$ cat config.mk
export PLATFORM = sky130hd
export DESIGN_NAME = thermostat_sequencer
export DESIGN_NICKNAME = d
export VERILOG_FILES = /design/src/rtl/thermostat_pkg.sv /design/src/rtl/thermo_debounce.sv /design/src/rtl/thermostat_sequencer.sv
export SDC_FILE = /design/constraint.sdc
export NUM_CORES = 1
export LEC_CHECK = 0
export ABC_AREA = 1
export BUFFER_PORTS_ARGS = -buffer_cell sky130_fd_sc_hd__buf_2
export CORE_MARGIN = 8
export CORE_UTILIZATION = 55
export CTS_BUF_LIST = sky130_fd_sc_hd__clkbuf_16
export CTS_CLUSTER_DIAMETER = 150
export DETAILED_ROUTE_END_ITERATION = 10
export HOLD_SLACK_MARGIN = 0.05
export PLACE_DENSITY = 0.79
export SYNTH_ARGS = -nofsm -noshare
export SYNTH_HDL_FRONTEND = slang
export SYNTH_SLANG_ARGS = --single-unit
$ cat constraint.sdc
create_clock -name clk -period 2.1 [get_ports clk]
set_clock_uncertainty 0.15 [all_clocks]
set_input_delay 0.315 -clock clk [delete_from_list [all_inputs] [get_ports clk]]
set_output_delay 0.315 -clock clk [all_outputs]
set_load 0.01 [all_outputs]
$ cat src/rtl/thermostat_pkg.sv
`default_nettype none
// ============================================================================
// Module  : thermostat_pkg
// Purpose : Shared types and default constants for the thermostat sequencer.
//           Holds the sequencer state encoding and the default timing
//           parameters used by thermostat_sequencer and thermo_debounce.
// Revision: 1.0 - initial release
// ============================================================================
package thermostat_pkg;

  localparam int STATE_W = 2;

  typedef enum logic [STATE_W-1:0] {
    ST_IDLE  = 2'd0,
    ST_HEAT  = 2'd1,
    ST_COOL  = 2'd2,
    ST_TRAIL = 2'd3
  } state_t;

  localparam int C_MIN_ON_CYC_DEF    = 8;
  localparam int C_MIN_OFF_CYC_DEF   = 16;
  localparam int C_FAN_TRAIL_CYC_DEF = 4;
  localparam int C_CNT_W_DEF         = 8;
  localparam int C_DEB_CYC_DEF       = 4;

endpackage : thermostat_pkg
`default_nettype wire

$ cat src/rtl/thermo_debounce.sv
`default_nettype none
// ============================================================================
// Module  : thermo_debounce
// Purpose : 1-bit two-flop synchronizer followed by a stability filter. The
//           filtered output only takes a new value once the synchronized
//           input has differed from it for DEB_CYC consecutive cycles.
//           Total latency from input change to output is 2 + DEB_CYC cycles.
// Ports   : clk    - system clock, rising edge
//           rst_n  - asynchronous active-low reset (output resets to 0)
//           i_d    - raw asynchronous input
//           o_q    - synchronized, filtered output
// Revision: 1.0 - initial release
// ============================================================================
module thermo_debounce
  import thermostat_pkg::*;
#(
  parameter int DEB_CYC = C_DEB_CYC_DEF
) (
  input  logic clk,
  input  logic rst_n,
  input  logic i_d,
  output logic o_q
);

  localparam int            C_CW   = (DEB_CYC < 2) ? 1 : $clog2(DEB_CYC);
  localparam logic [C_CW-1:0] C_LAST = C_CW'(DEB_CYC - 1);
  localparam logic [C_CW-1:0] C_ONE  = C_CW'(1);

  logic            r_sync1;
  logic            r_sync2;
  logic            r_q;
  logic [C_CW-1:0] r_cnt;

  // The counter tracks how long the synchronized input has disagreed with
  // the filtered value; any return to agreement restarts the count.
  always_ff @(posedge clk or negedge rst_n) begin
    if (!rst_n) begin
      r_sync1 <= 1'b0;
      r_sync2 <= 1'b0;
      r_q     <= 1'b0;
      r_cnt   <= '0;
    end else begin
      r_sync1 <= i_d;
      r_sync2 <= r_sync1;
      if (r_sync2 == r_q) begin
        r_cnt <= '0;
      end else if (r_cnt >= C_LAST) begin
        r_q   <= r_sync2;
        r_cnt <= '0;
      end else begin
        r_cnt <= r_cnt + C_ONE;
      end
    end
  end

  assign o_q = r_q;

endmodule : thermo_debounce
`default_nettype wire

$ cat src/rtl/thermostat_sequencer.sv
`default_nettype none
// ============================================================================
// Module  : thermostat_sequencer
// Purpose : Clocked heater / aircon / fan controller with short-cycle
//           protection (minimum on-time, minimum off-time lockout) and a fan
//           run-on period after every heat or cool cycle.
//           Optional macro THERMO_DEBOUNCE_EN: too_cold / too_hot pass
//           through thermo_debounce before the demand decode.
// Ports   : clk      - system clock, rising edge
//           rst_n    - asynchronous active-low reset
//           too_cold - room below setpoint
//           too_hot  - room above setpoint
//           mode     - 1 = heat mode, 0 = cool mode
//           fan_on   - manual fan request
//           heater   - heater enable (registered)
//           aircon   - aircon enable (registered)
//           fan      - fan enable (registered)
//           lockout  - off-time lockout active (registered)
// Revision: 1.0 - initial release
// ============================================================================
module thermostat_sequencer
  import thermostat_pkg::*;
#(
  parameter int MIN_ON_CYC    = C_MIN_ON_CYC_DEF,
  parameter int MIN_OFF_CYC   = C_MIN_OFF_CYC_DEF,
  parameter int FAN_TRAIL_CYC = C_FAN_TRAIL_CYC_DEF,
  parameter int CNT_W         = C_CNT_W_DEF
) (
  input  logic clk,
  input  logic rst_n,
  input  logic too_cold,
  input  logic too_hot,
  input  logic mode,
  input  logic fan_on,
  output logic heater,
  output logic aircon,
  output logic fan,
  output logic lockout
);

  localparam logic [CNT_W-1:0] C_CNT_MAX    = {CNT_W{1'b1}};
  localparam logic [CNT_W-1:0] C_CNT_ONE    = CNT_W'(1);
  localparam logic [CNT_W-1:0] C_ON_LAST    = CNT_W'(MIN_ON_CYC - 1);
  localparam logic [CNT_W-1:0] C_TRAIL_LAST = CNT_W'(FAN_TRAIL_CYC - 1);
  localparam logic [CNT_W-1:0] C_OFF_LOAD   = CNT_W'(MIN_OFF_CYC);

  // --------------------------------------------------------------------------
  // Temperature input conditioning
  // --------------------------------------------------------------------------
  logic w_cold;
  logic w_hot;

`ifdef THERMO_DEBOUNCE_EN
  thermo_debounce #(
    .DEB_CYC (C_DEB_CYC_DEF)
  ) u_deb_cold (
    .clk   (clk),
    .rst_n (rst_n),
    .i_d   (too_cold),
    .o_q   (w_cold)
  );

  thermo_debounce #(
    .DEB_CYC (C_DEB_CYC_DEF)
  ) u_deb_hot (
    .clk   (clk),
    .rst_n (rst_n),
    .i_d   (too_hot),
    .o_q   (w_hot)
  );
`else
  assign w_cold = too_cold;
  assign w_hot  = too_hot;
`endif

  // A simultaneous cold/hot indication is a sensor conflict: no demand.
  logic w_heat_req;
  logic w_cool_req;

  assign w_heat_req =  mode & w_cold & ~w_hot;
  assign w_cool_req = ~mode & w_hot  & ~w_cold;

  // --------------------------------------------------------------------------
  // State and counters
  // --------------------------------------------------------------------------
  state_t           r_state;
  logic [CNT_W-1:0] r_on_cnt;
  logic [CNT_W-1:0] r_off_cnt;
  logic [CNT_W-1:0] r_trail_cnt;
  logic             r_heater;
  logic             r_aircon;
  logic             r_fan;
  logic             r_lockout;

  state_t           w_state_nxt;
  logic [CNT_W-1:0] w_on_cnt_nxt;
  logic [CNT_W-1:0] w_off_cnt_nxt;
  logic [CNT_W-1:0] w_trail_cnt_nxt;
  logic [CNT_W-1:0] w_on_cnt_inc;
  logic [CNT_W-1:0] w_trail_cnt_inc;
  logic             w_heater_nxt;
  logic             w_aircon_nxt;
  logic             w_fan_nxt;
  logic             w_lockout_nxt;
  logic             w_off_clear;

  always_ff @(posedge clk or negedge rst_n) begin
    if (!rst_n) begin
      r_state     <= ST_IDLE;
      r_on_cnt    <= '0;
      r_off_cnt   <= '0;
      r_trail_cnt <= '0;
      r_heater    <= 1'b0;
      r_aircon    <= 1'b0;
      r_fan       <= 1'b0;
      r_lockout   <= 1'b0;
    end else begin
      r_state     <= w_state_nxt;
      r_on_cnt    <= w_on_cnt_nxt;
      r_off_cnt   <= w_off_cnt_nxt;
      r_trail_cnt <= w_trail_cnt_nxt;
      r_heater    <= w_heater_nxt;
      r_aircon    <= w_aircon_nxt;
      r_fan       <= w_fan_nxt;
      r_lockout   <= w_lockout_nxt;
    end
  end

  always_comb begin
    w_state_nxt     = r_state;
    w_on_cnt_nxt    = r_on_cnt;
    w_trail_cnt_nxt = r_trail_cnt;
    w_off_clear     = (r_off_cnt == '0);
    w_on_cnt_inc    = (r_on_cnt    == C_CNT_MAX) ? r_on_cnt    : r_on_cnt    + C_CNT_ONE;
    w_trail_cnt_inc = (r_trail_cnt == C_CNT_MAX) ? r_trail_cnt : r_trail_cnt + C_CNT_ONE;
    // Off-time counts down whenever nonzero; it can only be nonzero in
    // TRAIL and IDLE because HEAT/COOL are entered with it at zero.
    w_off_cnt_nxt   = w_off_clear ? r_off_cnt : r_off_cnt - C_CNT_ONE;

    case (r_state)
      ST_IDLE: begin
        // Requests during lockout are not remembered; they must persist.
        if (w_heat_req && w_off_clear) begin
          w_state_nxt  = ST_HEAT;
          w_on_cnt_nxt = '0;
        end else if (w_cool_req && w_off_clear) begin
          w_state_nxt  = ST_COOL;
          w_on_cnt_nxt = '0;
        end
      end

      ST_HEAT: begin
        w_on_cnt_nxt = w_on_cnt_inc;
        if ((r_on_cnt >= C_ON_LAST) && !w_heat_req) begin
          w_state_nxt     = ST_TRAIL;
          w_off_cnt_nxt   = C_OFF_LOAD;
          w_trail_cnt_nxt = '0;
        end
      end

      ST_COOL: begin
        w_on_cnt_nxt = w_on_cnt_inc;
        if ((r_on_cnt >= C_ON_LAST) && !w_cool_req) begin
          w_state_nxt     = ST_TRAIL;
          w_off_cnt_nxt   = C_OFF_LOAD;
          w_trail_cnt_nxt = '0;
        end
      end

      ST_TRAIL: begin
        // Fixed-length run-on; demand is ignored until back in IDLE.
        w_trail_cnt_nxt = w_trail_cnt_inc;
        if (r_trail_cnt >= C_TRAIL_LAST) begin
          w_state_nxt = ST_IDLE;
        end
      end

      default: begin
        w_state_nxt = ST_IDLE;
      end
    endcase

    // Outputs are registered decodes of the next state, giving one cycle
    // of latency from input sample to actuator.
    w_heater_nxt  = (w_state_nxt == ST_HEAT);
    w_aircon_nxt  = (w_state_nxt == ST_COOL);
    w_fan_nxt     = (w_state_nxt == ST_IDLE) ? fan_on : 1'b1;
    w_lockout_nxt = (w_off_cnt_nxt != '0);
  end

  assign heater  = r_heater;
  assign aircon  = r_aircon;
  assign fan     = r_fan;
  assign lockout = r_lockout;

endmodule : thermostat_sequencer
`default_nettype wire

### Word-level counts from Yosys, hierarchy flattened

Index checks and enable logic that the tools add are counted.

* add/subtract/negate cells: 3
* bitwise logic cells: 7
* eq/ne operators: 12
* reductions and logical operators: 15
* magnitude comparators: 2
* muxes and demuxes: 19

Operators by type and width (number)
* $mux 8: 9
* $pmux 8 s2: 2
* $pmux 8 s3: 1
* $add 8x1->8 const B: 2
* $eq 8x8->1 const B: 2
* $mux 2: 5
* $ge 8x2->1 const B: 1
* $ge 8x3->1 const B: 1
* $logic_not 8->1: 1
* $ne 2x2->1 const B: 4
* $pmux 2 s4: 1
* $reduce_bool 8->1: 1
* $sub 8x1->8 const B: 1
* $eq 2x2->1 const B: 3
* $and 1x1->1: 4
* $eq 2x1->1 const B: 2
* $logic_and 1x1->1: 4
* $logic_not 2->1: 2
* $reduce_and 4->1: 1
* $ne 3x3->1 const B: 1
* $not 1->1: 3
* $reduce_and 3->1: 1
* $reduce_bool 3->1: 1
* $logic_not 1->1: 2
* other kinds (3): 3

* output and inout port bits: 4
* word-level logic and storage cells: 66
* bits of input ports: 6
* register bits after elaboration: 30

### Logic depth before layout (Yosys ltp)

* depth after elaboration: 9
* gate-level depth with buffers: 12
* depth with buffers taken out: 12

### Least setup slack after synthesis

Ideal clock, no wire load.

* kind: reg2reg
* start: reg r_state[0]
* end: reg r_lockout, in the netlist lockout
* data required time: 1.831 ns
* arrival time: 1.501 ns
* buffers on the path: 1
* stages on the path, launching flop included: 9
* period minus slack after synthesis: 1.769 ns
* path slack: 0.331 ns
* library setup time: 0.119 ns
* cell sequence: dfrtp_1 -> inv_1 -> ha_1 -> clkbuf_1 -> nand3_2 -> nand2_1 -> nand2_1 -> nor2_1 -> nand2_1

* cells in the longest elaborated chain, start to end: 3
* elaborated cells on any way between the ends: 4
* classes of those cells: eq/ne (2); mux (1); reduce/logical (1)

RTL lines
* from (decl): RTL line thermostat_sequencer.sv:86 `state_t r_state;`
* from (signal assigned): RTL line thermostat_sequencer.sv:118 `r_state <= w_state_nxt;`
* $eq 2x2->1 / $eq 2x1->1 (equally long branches): RTL line thermostat_sequencer.sv:140 `case (r_state)`
* $pmux 8 s2 *: RTL line thermostat_sequencer.sv:140
* $reduce_bool 8->1 *: RTL line thermostat_sequencer.sv:188 `w_lockout_nxt = (w_off_cnt_nxt != '0);`
* via w_lockout_nxt: RTL line thermostat_sequencer.sv:104 `logic w_lockout_nxt;`
* to (signal assigned): RTL line thermostat_sequencer.sv:125 `r_lockout <= w_lockout_nxt;`
* to (decl): RTL line thermostat_sequencer.sv:93 `logic r_lockout;`

The timed path passes the listed nets; every way through them passes the cells marked *.
A chain may end at the register's enable or synchronous reset.

### Final worst setup path

* start: reg r_on_cnt[0]
* end: reg r_trail_cnt[0]

* cells in the longest elaborated chain, start to end: 4
* elaborated cells on any way between the ends: 6
* classes of those cells: order compare (1); eq/ne (2); reduce/logical (3)

RTL lines
* from (decl): RTL line thermostat_sequencer.sv:87 `logic [CNT_W-1:0] r_on_cnt;`
* from (signal assigned): RTL line thermostat_sequencer.sv:119 `r_on_cnt <= w_on_cnt_nxt;`
* $ge 8x3->1 *: RTL line thermostat_sequencer.sv:154, thermostat_sequencer.sv:163
* $logic_and 1x1->1, on equally long branches: RTL line thermostat_sequencer.sv:163, thermostat_sequencer.sv:154
* $ne 2x2->1 (no source line)
* $reduce_and 4->1 (no source line) *
* to (signal assigned): RTL line thermostat_sequencer.sv:121 `r_trail_cnt <= w_trail_cnt_nxt;`
* to (decl): RTL line thermostat_sequencer.sv:89 `logic [CNT_W-1:0] r_trail_cnt;`

Every way passes the cells marked *; elsewhere a longest branch is shown, timed or not.

==> results.yml <==
synthesis:
  synthDominantCellAreaShare_pct: 37.6
  synth_cell_type_count: 33
  synthArstFlopShare_pct: 100
  synth_area_leader_cell: "dfrtp_1"
  ys_warn_count: 0
  synthFlopType: "dfrtp_1"
  syn_inst: 267
  yosysSeqAreaShare_pct: 37.6
  syn_area_um2: 2000
  avgSynthCellArea_um2: 7.48
  post-synth-top-count-cell: "nand2_1"
  synthTopCellsByCount: "69 x nand2_1, 44 x inv_1, 30 x dfrtp_1"
  ys_ff_latch: 30
  synth_area_leaders: "dfrtp_1 38%, nand2_1 13%, inv_1 8.3%"
  syn_nets: 281
  synth_edf_count: 0
cells_and_area:
  filler_cell_count: 323
  syn_to_final_growth_pct: 13.8
  final_area_um2: 2270
  multi_input_area_um2: 1070
  nets: 296
  antennaDiodeCount: 0
  seq_area_um2: 751
  drive_above_1_share_pct: 19.4
placement:
  io_buffers: 9
  post-dp-hpwl_mm: 2.86
  finalWeightedCongestion: 0.811
  place_area_um2: 2080
floorplanning:
  die_h_um: 76.3
  initial_core_util_pct: 55.8
  design.die.area_um2: 5820
  die_w_um: 76.3
  ios: 10
  core_area_um2: 3580
  fp-row-count: 22
clock_tree:
  clkSlewWorstSetupHoldPaths_ns: 0.05
  cts_root_buffer: "clkbuf_16"
  htreeDepth: 2
  post-cts-setup-buffer-count: 0
  cts_tree: "done"
  cts.path.max_buffers: 2
  clock-sinks: 30
  cts_buffers: 5
  clk-insertion-delay-late_ns: 0.28
sta:
  fin_crit_sh_pct: 93.2
  min_period_ns: 1.96
  fmax_mhz: 511
  final.setup.tns_ns: 0
  tightest_slew_ns: 0.661
  setup_viol: 0
  maxSlewHeadroom_pct: 55.9
  drv_slew: 0
  worst_hold_slack_ns: 0.102
  rsz0062_at_grt: "no"
  finalHoldViolations: 0
setup_path:
  endpoint_kind: "flip-flop"
  cp.buffers_inverters: 1
  critPathLaunchType: "flip-flop"
  cp_slowest_cell: "dfrtp_1"
  worst-path-max-fanout: 15
  arrival_ns: 1.98
  critical_path.most_common_cell: "nand2_2"
  crit_family: "simple AND/OR/NAND/NOR gates"
  timing_worst_setup_path_type: "reg -> reg"
  crit_required_ns: 2.12
  worst_path_largest_cell_delay_ns: 0.38
  crit_chain: "ha_1 > nand2_2 > nand2_1 > inv_1 > nand2_2 > nand2_2 > nand2_2 > nand2_2 > nor2_4 > o21ai_0 > o21a_1"
grt:
  grt_pass1_vias: 1593
  grt_max_degree: 31
  grt_pass1_wl_mm: 6.77
  antenna_found_initial: 0
  grt_overflow: 0
  grtUsageTotal_pct: 13.9
routing:
  wl_mm: 3.96
  drc: 0
  dr.pass1.iters: 4
  via_count: 1709
  drtAntennaViolNets: 0
  first_iter_violations: 85
  avgRoutedWirePerCell_um: 12.0
  vias_per_cell: 5.16
flow_run:
  cap_violations: 0
pwr:
  power_frac_seq_pct: 27.7
  p_leak_nw: 1.20
  power_density_nw_per_um2: 1360
  swShare_pct: 42.5
  switchingPower_mw: 1.31
  combPwrFrac_pct: 46.4
  peakVddDrop_mv: 0.632
  power.internal_mw: 1.78
  p_clk_share_pct: 26.0
run_status:
  status: "finished clean"
min_path:
  min_path_type: "in -> reg"
[kinds of logic after synthesis]
group,after synthesis,share of synthesized area [%]
simple gates,141,33.6
compound gates,35,12.0
xor+xnor,4,1.75
fa+ha+maj,8,5.01
flops,30,37.6
buf+inv,49,10.0
[timing repair]
item / CTS / global route
hold buffers: 1 / 0
gates resized for setup: 0 / 2
hold endpoints to repair: 30 / 0
setup endpoints to repair: 0 / 2
[flip-flops by register name (all words and copies together) (netlist names)]
register	count
r_off_cnt	8
r_on_cnt	8
r_trail_cnt	8
r_state	2
aircon	1
fan	1
heater	1
lockout	1
[power groups by stage]
stage	sequential (mW)	combinational (mW)	clock, mW
final	0.856	1.43	0.805
after global routing	0.874	1.65	0.843
after CTS	0.852	1.41	0.812
after detailed placement	0.859	1.40	0
after global placement	0.856	1.35	0
after floorplan	0.847	1.15	0
[metal layers]
metal / global-route usage, % / up-vias / part of all wire (%) / wire, um
met3: 4.83 / 7 / 3.2 / 127
met1: 15.7 / 794 / 46 / 1800
met5: 0 / - / 0 / 0
li1: - / 888 / - / -
met2: 23.5 / 20 / 50 / 1980
met4: 5.58 / 0 / 1.2 / 48
[worst register-to-register path, delay by kind of cell, from the launching register on]
family	cells	cell delay, ns
AO/OA/AOI/OAI	2	0.27
flip-flops	1	0.38
AND/OR/NAND/NOR	7	0.75
adder cells (fa/ha/maj)	1	0.25
buffers and inverters	1	0.04
[layout make-up]
cell class,instances,area share [%]
clock buffer,5,5.50
multi-input combinational,189,46.9
sequential,30,33.0
tap,48,2.64
timing repair buffer,11,2.75
inverter,45,7.43
clock inverter,3,1.76
[cell usage in the layout (no fill, tap or decap), types with 2 or more instances in the layout]
master,n
xor2_1,3
dfrtp_1,30
nand2_1,69
nor2_4,2
nor2_2,3
o21ai_0,8
clkinv_2,2
nand2_2,9
o21ai_1,5
nand3_2,2
nand3_4,2
ha_1,7
o31ai_1,2
nand4_1,8
nand4_2,2
nand3_1,14
buf_2,9
clkbuf_16,5
nor2_1,23
or2_2,2
a21oi_1,4
nor3_1,4
inv_1,44
o21ai_2,11
[path summary, 6_finish.rpt]
path	startpoint	end	slack [ns]	cells past startpoint
max	r_on_cnt[0]$_DFFE_PN0P_	r_trail_cnt[0]$_DFFE_PN0P_	0.14	11
min	fan_on	fan$_DFF_PN0_	0.10	3
max reg2reg	r_on_cnt[0]$_DFFE_PN0P_	r_trail_cnt[0]$_DFFE_PN0P_	0.14	11
min reg2reg	r_on_cnt[1]$_DFFE_PN0P_	r_on_cnt[1]$_DFFE_PN0P_	0.38	2
max in group asynchronous	rst_n	r_trail_cnt[7]$_DFFE_PN0P_	0.91	2
min in group asynchronous	rst_n	r_on_cnt[5]$_DFFE_PN0P_	0.45	2
[through the flow]
stage	total power [mW]	instances	setup WS, ns	util, %
6_report	3.10	331	0.143	63.6
5_1_grt	3.36	331	0.00490	63.6
4_1_cts	3.08	330	0.109	63.0
3_5_place_dp	2.26	321	0.137	58.1
3_3_place_gp	2.21	321	0.135	58.1
2_1_floorplan	1.99	267	0.331	-
(Power assumes the default switching activity.)
